[config.mk]
export PLATFORM = sky130hd
export DESIGN_NAME = multi_alarm_timekeeper
export DESIGN_NICKNAME = d
export VERILOG_FILES = /design/src/rtl/multi_alarm_timekeeper.sv
export SDC_FILE = /design/constraint.sdc
export NUM_CORES = 1
export LEC_CHECK = 0
export BUFFER_PORTS_ARGS = -buffer_cell sky130_fd_sc_hd__buf_2
export CAP_MARGIN = 20
export CORE_MARGIN = 4
export CORE_UTILIZATION = 40
export DETAILED_ROUTE_END_ITERATION = 8
export SLEW_MARGIN = 10
export SYNTH_ARGS = -nofsm -noshare
export SYNTH_HDL_FRONTEND = slang
export SYNTH_SLANG_ARGS = --single-unit
[constraint.sdc]
create_clock -name CP50 -period 3.57 [get_ports CP50]
set_input_delay 0.5355 -clock CP50 [delete_from_list [all_inputs] [get_ports CP50]]
set_output_delay 0.5355 -clock CP50 [all_outputs]
set_load 0.01 [all_outputs]
[src/rtl/multi_alarm_timekeeper.sv]
// Timekeeping core: CP50 prescaler to a 1 s tick, 24h hh:mm:ss counters, BCD display, multi-channel alarms.
// Defining HOURLY_CHIME_EN adds the hourly chime sequencer; otherwise chime is tied low.
module multi_alarm_timekeeper #(
  parameter int unsigned CLK_DIV    = 50000000,
  parameter int unsigned NUM_ALARMS = 4,
  parameter int unsigned RING_SECS  = 60
) (
  input  logic                  CP50,
  input  logic                  nCR,
  input  logic                  EN,
  input  logic                  Ctrl24To12,
  input  logic                  AdjH,
  input  logic                  AdjM,
  input  logic                  alm_wr,
  input  logic [3:0]            alm_sel,
  input  logic [4:0]            alm_hour,
  input  logic [5:0]            alm_min,
  input  logic                  alm_arm,
  input  logic                  alm_stop,
  output logic [7:0]            hour_bcd,
  output logic [7:0]            min_bcd,
  output logic [7:0]            sec_bcd,
  output logic                  pm,
  output logic                  tick,
  output logic                  alarm_ring,
  output logic [NUM_ALARMS-1:0] alarm_src,
  output logic                  chime
);

  localparam int unsigned PW = $clog2(CLK_DIV);
  localparam int unsigned RW = 8;
  localparam logic [PW-1:0] PRESC_MAX = PW'(CLK_DIV - 1);
  localparam logic [RW-1:0] RING_LOAD = RW'(RING_SECS);

  typedef enum logic {IDLE, RING} state_e;

  logic [PW-1:0]         presc_q, presc_d;
  logic [5:0]            sec_q, sec_d;
  logic [5:0]            min_q, min_d;
  logic [4:0]            hour_q, hour_d;
  logic                  adjh_q, adjh_d;
  logic                  adjm_q, adjm_d;
  logic                  tick_q, tick_d;
  state_e                state_q, state_d;
  logic [RW-1:0]         ring_cnt_q, ring_cnt_d;
  logic [NUM_ALARMS-1:0] src_q, src_d;
  logic [4:0]            alm_hour_q [NUM_ALARMS];
  logic [4:0]            alm_hour_d [NUM_ALARMS];
  logic [5:0]            alm_min_q [NUM_ALARMS];
  logic [5:0]            alm_min_d [NUM_ALARMS];
  logic [NUM_ALARMS-1:0] alm_arm_q, alm_arm_d;

  logic                  wrap;
  logic                  adj_h;
  logic                  adj_m;
  logic                  carry_m;
  logic                  carry_h;
  logic                  match_evt;
  logic [NUM_ALARMS-1:0] hits;
  logic [4:0]            hour_disp;

  function automatic logic [7:0] to_bcd(input logic [5:0] v);
    logic [3:0] t;
    t = 4'(v / 6'd10);
    return {t, 4'(v - 6'(t) * 6'd10)};
  endfunction

  // Prescaler, time counters and adjust; an adjust owns its field and swallows any carry into it
  always_comb begin
    presc_d = presc_q;
    sec_d   = sec_q;
    min_d   = min_q;
    hour_d  = hour_q;
    carry_m = 1'b0;
    carry_h = 1'b0;
    wrap    = EN && (presc_q == PRESC_MAX);
    adj_h   = AdjH && !adjh_q;
    adj_m   = AdjM && !adjm_q;
    adjh_d  = AdjH;
    adjm_d  = AdjM;
    tick_d  = wrap;
    if (EN) presc_d = wrap ? '0 : presc_q + 1'b1;
    if (wrap) begin
      if (sec_q == 6'd59) begin
        sec_d   = 6'd0;
        carry_m = 1'b1;
      end else begin
        sec_d = sec_q + 6'd1;
      end
    end
    if (adj_m || carry_m) min_d = (min_q == 6'd59) ? 6'd0 : min_q + 6'd1;
    carry_h = carry_m && !adj_m && (min_q == 6'd59);
    if (adj_h || carry_h) hour_d = (hour_q == 5'd23) ? 5'd0 : hour_q + 5'd1;
  end

  // Alarm table writes
  always_comb begin
    alm_hour_d = alm_hour_q;
    alm_min_d  = alm_min_q;
    alm_arm_d  = alm_arm_q;
    for (int unsigned i = 0; i < NUM_ALARMS; i++) begin
      if (alm_wr && (alm_sel == 4'(i))) begin
        alm_hour_d[i] = alm_hour;
        alm_min_d[i]  = alm_min;
        alm_arm_d[i]  = alm_arm;
      end
    end
  end

  // Matches are only taken on the tick that lands on second 0
  always_comb begin
    hits      = '0;
    match_evt = wrap && (sec_d == 6'd0);
    for (int unsigned i = 0; i < NUM_ALARMS; i++) begin
      hits[i] = match_evt && alm_arm_q[i] && (alm_hour_q[i] == hour_d) && (alm_min_q[i] == min_d);
    end
  end

  // Ring FSM; a stop request beats any hit in the same cycle
  always_comb begin
    state_d    = state_q;
    ring_cnt_d = ring_cnt_q;
    src_d      = src_q;
    case (state_q)
      IDLE: begin
        if (!alm_stop && (|hits)) begin
          state_d    = RING;
          src_d      = hits;
          ring_cnt_d = RING_LOAD;
        end
      end
      RING: begin
        if (alm_stop) begin
          state_d    = IDLE;
          src_d      = '0;
          ring_cnt_d = '0;
        end else if (|hits) begin
          src_d      = src_q | hits;
          ring_cnt_d = RING_LOAD;
        end else if (wrap) begin
          ring_cnt_d = ring_cnt_q - 1'b1;
          if (ring_cnt_q == RW'(1)) begin
            state_d = IDLE;
            src_d   = '0;
          end
        end
      end
      default: state_d = IDLE;
    endcase
  end

  always_ff @(posedge CP50) begin
    if (!nCR) begin
      presc_q    <= '0;
      sec_q      <= '0;
      min_q      <= '0;
      hour_q     <= '0;
      adjh_q     <= 1'b0;
      adjm_q     <= 1'b0;
      tick_q     <= 1'b0;
      state_q    <= IDLE;
      ring_cnt_q <= '0;
      src_q      <= '0;
      alm_hour_q <= '{default: '0};
      alm_min_q  <= '{default: '0};
      alm_arm_q  <= '0;
    end else begin
      presc_q    <= presc_d;
      sec_q      <= sec_d;
      min_q      <= min_d;
      hour_q     <= hour_d;
      adjh_q     <= adjh_d;
      adjm_q     <= adjm_d;
      tick_q     <= tick_d;
      state_q    <= state_d;
      ring_cnt_q <= ring_cnt_d;
      src_q      <= src_d;
      alm_hour_q <= alm_hour_d;
      alm_min_q  <= alm_min_d;
      alm_arm_q  <= alm_arm_d;
    end
  end

  // 12h display maps 0 to 12 and 13..23 down by 12
  always_comb begin
    hour_disp = hour_q;
    if (Ctrl24To12) begin
      if (hour_q == 5'd0)       hour_disp = 5'd12;
      else if (hour_q > 5'd12)  hour_disp = hour_q - 5'd12;
    end
  end

  assign hour_bcd   = to_bcd(6'(hour_disp));
  assign min_bcd    = to_bcd(min_q);
  assign sec_bcd    = to_bcd(sec_q);
  assign pm         = (hour_q >= 5'd12);
  assign tick       = tick_q;
  assign alarm_ring = (state_q == RING);
  assign alarm_src  = src_q;

`ifdef HOURLY_CHIME_EN
  logic [4:0] chime_ph_q, chime_ph_d;
  logic       chime_q, chime_d;
  logic [3:0] n12;

  // Remaining tick phases; even non-zero phase counts are the high halves of each stroke
  always_comb begin
    chime_ph_d = chime_ph_q;
    if (hour_d == 5'd0)       n12 = 4'd12;
    else if (hour_d > 5'd12)  n12 = 4'(hour_d - 5'd12);
    else                      n12 = 4'(hour_d);
    if (carry_h)                              chime_ph_d = {n12, 1'b0};
    else if (wrap && (chime_ph_q != 5'd0))    chime_ph_d = chime_ph_q - 5'd1;
    chime_d = (chime_ph_d != 5'd0) && !chime_ph_d[0];
  end

  always_ff @(posedge CP50) begin
    if (!nCR) begin
      chime_ph_q <= '0;
      chime_q    <= 1'b0;
    end else begin
      chime_ph_q <= chime_ph_d;
      chime_q    <= chime_d;
    end
  end

  assign chime = chime_q;
`else
  assign chime = 1'b0;
`endif

endmodule

# Yosys cells after proc, flatten, opt, wreduce, memory -nomap -nowiden

Cells that the tools add are included.

Bits in registers: 107
Logic and storage cells: 124

Muxes and demuxes: 29
Bitwise logic cells: 2
Reductions and logical operators: 35
Divide/modulo/power cells: 3
Add/subtract/negate cells: 9
Equality and inequality tests: 19
Multiply operators: 3
Magnitude comparators: 2

Operators by type and width:

| cell                    | count |
|---|---|
| $mux W8                 | 4 |
| $add A26 B1 Y26 const B | 1 |
| $eq A26 B26 Y1 const B  | 1 |
| $mux W26                | 1 |
| $mux W5                 | 5 |
| $eq A6 B6 Y1            | 4 |
| $mux W6                 | 4 |
| $logic_and A1 B1 Y1     | 23 |
| $eq A5 B5 Y1            | 4 |
| $mux W4                 | 5 |
| $pmux W8 S2             | 1 |
| $add A6 B1 Y6 const B   | 2 |
| $div A6 B4 Y6 const B   | 2 |
| $eq A6 B6 Y1 const B    | 2 |
| $mul A4 B3 Y3 const B   | 3 |
| $sub A4 B4 Y4           | 3 |
| $eq A4 B2 Y1 const B    | 2 |
| $eq A8 B1 Y1 const B    | 1 |
| $ne A4 B2 Y1 const B    | 2 |
| $pmux W4 S2             | 1 |
| $sub A8 B1 Y8 const B   | 1 |
| $mux W1                 | 7 |
| $div A5 B4 Y6 const B   | 1 |
| $logic_not A6 Y1        | 1 |
| 17 further kinds        | 21 |

# Logic depth before layout (Yosys ltp)

Word-level depth: 14
Gate-level depth with buffers: 17
Gate-level depth less buffers: 16

# Least setup slack after synthesis

Ideal clock, no wire load.

Path type: register -> output
Start point: register min_q[5]
End point: output min_bcd[3]
Required time: 3.034 ns
Path slack: -0.307 ns
Cell stages (with the launch flop): 15
Arrival time: 3.341 ns
Cells stage by stage: dfxtp_1 > buf_2 > inv_1 > maj3_1 > a21o_1 > inv_1 > ha_1 > nor3b_1 > o311a_1 > o21ai_0 > ha_1 > inv_1 > fa_1 > xor2_1 > xnor2_1

Word-level cells in the longest chain between the ends: 3

Ends and longest elaborated chain:

| item                   | RTL line | RTL |
|---|---|---|
| start, declared        | 39       | `logic [5:0] min_q, min_d;` |
| start signal, assigned | 170      | `min_q <= min_d;` |
| $div A6 B4 Y6          | 64       | `t = 4'(v / 6'd10);` |
| net min_bcd[5]         | 21       | `output logic [7:0] min_bcd,` |
| $mul A4 B3 Y3          | 65       | `return {t, 4'(v - 6'(t) * 6'd10)};` |
| $sub A4 B4 Y4          | 65       |  |
| end, declared          | 21       |  |

The timed path passes the listed nets, and every way through them passes these cells.

# Worst setup path in the final report

Start point: register sec_q[4]
End point: output sec_bcd[3]

Word-level cells in the longest chain between the ends: 3

Ends and longest elaborated chain:

| item                   | RTL line | RTL |
|---|---|---|
| start, declared        | 38       | `logic [5:0] sec_q, sec_d;` |
| start signal, assigned | 155      | `sec_q <= '0;` |
| start signal, assigned | 169      | `sec_q <= sec_d;` |
| $div A6 B4 Y6          | 64       |  |
| $mul A4 B3 Y3          | 65       |  |
| $sub A4 B4 Y4          | 65       |  |
| end, declared          | 22       | `output logic [7:0] sec_bcd,` |

Every way passes these cells.

==> results.cfg <==
[setup_path]
cp-start-kind = flip-flop
cp_top_family = adder cells
path_max_fanout = 3
crit_arrival_ns = 3.21
rr_worst_depth = 13
cp_num_cells = 17
critical_path.endpoint_type = primary output
crit_slowest_cell = dfxtp_2
crit_required_ns = 3.03
crit_type = flip-flop to primary output
path_buf_inv = 5
cp_common_cell = inv_2
max_stage_delay_ns = 0.35
crit_path_cell_trace = inv_4, ha_4, inv_2, a21oi_2, o21ai_1, o21ai_2, inv_2, ha_4, a31oi_4, o211ai_1, o211ai_1, ha_2, inv_2, fa_2, xor2_1, xnor2_1, buf_2

[clock_tree]
numClockSinks = 107
cts_hold_buf = 0
clockBufferDepth = 2
clk_pin_slew_ns = 0.07
root_buffer = clkbuf_16
cts_buffers = 9
clkLatencyLatePin_ns = 0.35
cts_tree = built
htree_levels = 3

[timing]
period_share_pct = 105
max_slew_margin_pct = 43.7
hold_slack_ns = 0.403
fin_ws_ns = -0.178
tightest_slew_ns = 0.843
fin_crit_ns = 3.75
hold_viol = 0
fmax_ghz = 0.267
skew_ns = 0.00985
maxSlewViolCount = 0
setup_violations = 3
rsz0062_at_grt = true

[die]
core_um2 = 14600
die_h_um = 131
start_util_pct = 41.0
pin_count = 56
row_count = 44
die_w_um = 131
dieArea_um2 = 17000

[power]
switching_share_pct = 25.2
p_leak_nw = 2.96
p_total_mw = 2.41
ir_worst_vdd_mv = 0.209
power_density_nw_per_um2 = 323
switchingPower_mw = 0.607
p_int_mw = 1.80
pwr-share-clk_pct = 40.0
power_frac_seq_pct = 50.5
power.share.combinational_pct = 9.5

[logic_synthesis]
syn_avg_cell_area_um2 = 8.32
synthArstFlopShare_pct = 0
synth_flop_cell = dfxtp_1
yosys-top-cells-area = dfxtp_1 36%, xnor2_1 7.1%, nand2_1 6.1%
synth_cell_type_count = 73
netlist.area_leader.share_pct = 35.6
synth_area_leader_cell = dfxtp_1
ys_warn_count = 0
synth_edf_count = 0
synth_compound_area_share_pct = 11.9
yosys.area_share.simple_pct = 24.7
syn_inst = 722
synthXorXnorAreaFrac_pct = 10.6
ys_seq_area_share_pct = 35.6
synth_mux_area_share_pct = 6.27
ys_ff_latch = 107
syn_area_um2 = 6010
synth_fa_ha_area_share_pct = 5.75
synth_top_family_by_area = simple AND/OR/NAND/NOR gates

[status]
status = finished with violations
violations = negative setup slack

[cells_and_area]
area_growth_pct = 24.3
drive_gt1_share_pct = 26.9
nets = 868
diodes = 0
fin_util_pct = 51.0

[routing]
firstDrtPassIters = 4
finalWirelength_um = 15400
drtIter0Drc = 350
routedWlPerCell_um = 15.3
postRouteAntennaNets = 0
drc = 0
via_per_inst = 5.27
vias = 5310

[grt]
grt.overflow.total = 0
grt_pass1_wl_um = 24800
grt_max_degree = 47
grt_pass1_vias = 5094
track_usage_pct = 18.0
antenna_found_initial = 0

[job]
cap_violations = 0

[place]
portBuffers = 50
place_congestion = 0.851
dp_slack_ns = -0.0528
dp_hpwl_um = 10600

[min_path]
min_delay_path_depth = 2
hp-class = input pin to flip-flop
stage by stage:
stage          cell area, um2  instances  TNS [ns]
3_5_place_dp             6530        947   -0.0807
6_report                 7470       1008    -0.363
2_1_floorplan            6060        726   -0.0265
4_1_cts                  7200        999    -0.473
3_3_place_gp             6530        947         0
5_1_grt                  7470       1008     -1.05
worst reg2reg max path: stages (launching register included):
cell and delay [ns]:
dfxtp_2 0.36, ha_2 0.21, nand2_1 0.11, nor4_4 0.37, and4_4 0.32, o21a_2 0.15
mux2_4 0.34, xor2_1 0.15, nor4_1 0.30, and4_2 0.33, nor4_4 0.07, buf_4 0.17
a31o_4 0.25, nor3_2 0.16
cell type report:
type	instances	area (um2)
Timing Repair Buffer	120	856
Sequential cell	107	2160
Clock inverter	6	47.5
Clock buffer	10	239
Inverter	28	115
Fill cell	1370	7180
Multi-Input combinational cell	553	3810
Tap cell	184	230
power by group through the flow:
stage               combinational, mW  clock [mW]  sequential, mW
finish                          0.229       0.964            1.22
global route                    0.251        1.04            1.22
CTS                             0.214       0.989            1.22
detailed placement              0.196           0            1.24
global placement                0.192           0            1.24
floorplan                       0.135           0            1.24
final timing paths:
| kind | start | endpoint | slack [ns] |
|---|---|---|---|
| hold / removal | AdjH | adjh_q$_SDFF_PN0_ | 0.40 |
| hold reg to reg | alm_min_q[12]$_SDFFE_PN0P_ | alm_min_q[12]$_SDFFE_PN0P_ | 0.47 |
| setup reg to reg | presc_q[0]$_SDFFE_PN0P_ | alarm_src[3]$_SDFFE_PN0P_ | 0.21 |
| setup / recovery | sec_q[4]$_SDFF_PN0_ | sec_bcd[3] | -0.18 |
state kept, by name (all words and copies together) (netlist names):
name        count
alm_min_q      24
adjm_q          1
alm_arm_q       4
alm_hour_q     20
alarm_ring      1
tick            1
sec_q           6
hour_q          5
min_q           6
alarm_src       4
presc_q        26
adjh_q          1
ring_cnt_q      8
what timing repair did:
item | CTS | global route
pin swaps | 15 | 29
cloned | 0 | 0
hold endpoints to repair | 0 | 0
endpoints found under the setup margin | 8 | 19
buffers inserted | 36 | 11
resized for setup | 35 | 54
synthesized netlist by cell type, types with 8 or more instances:
cell type / number
nor3_1: 17
nor2_1: 83
a21oi_1: 46
nand3_1: 16
nor4_1: 10
nand2_1: 98
mux2i_1: 28
xnor2_1: 49
dfxtp_1: 107
and2_1: 11
and3_1: 8
xor2_1: 24
o21ai_0: 32
clkbuf_1: 23
ha_1: 22
inv_1: 27
cells by family after synthesis:
family	after synthesis
adders and majority gates	26
AOI/OAI and AO/OA	114
DFF	107
xor gates and xnor gates	73
other	1
muxes	34
buffers and inverters	66
and+or+nand+nor	301
per-layer routing:
metal	track usage (%)	wire length (um)	vias up
met5	0	0	-
met4	5.38	236	0
met3	3.82	496	24
met2	31.8	7820	112
met1	22.0	6860	2536
li1	-	-	2638
placed cells by master, fill, tap and decap left out, drive strengths merged, types with 6 or more instances in the layout:
master	netlist	layout
dfxtp	107	107
nor4	12	12
and2	11	11
mux2i	31	31
xnor2	49	49
nand2	98	98
buf	15	120
nor3	18	18
or3	7	7
a21oi	46	46
or2	6	6
ha	22	22
and4	9	9
xor2	24	24
o21ai	33	33
inv	28	30
and3	9	9
clkbuf	23	10
nand2b	7	7
nand3	16	16
nor2	83	83
nand4	8	8
Note: power is estimated with default switching activity, not from simulation.
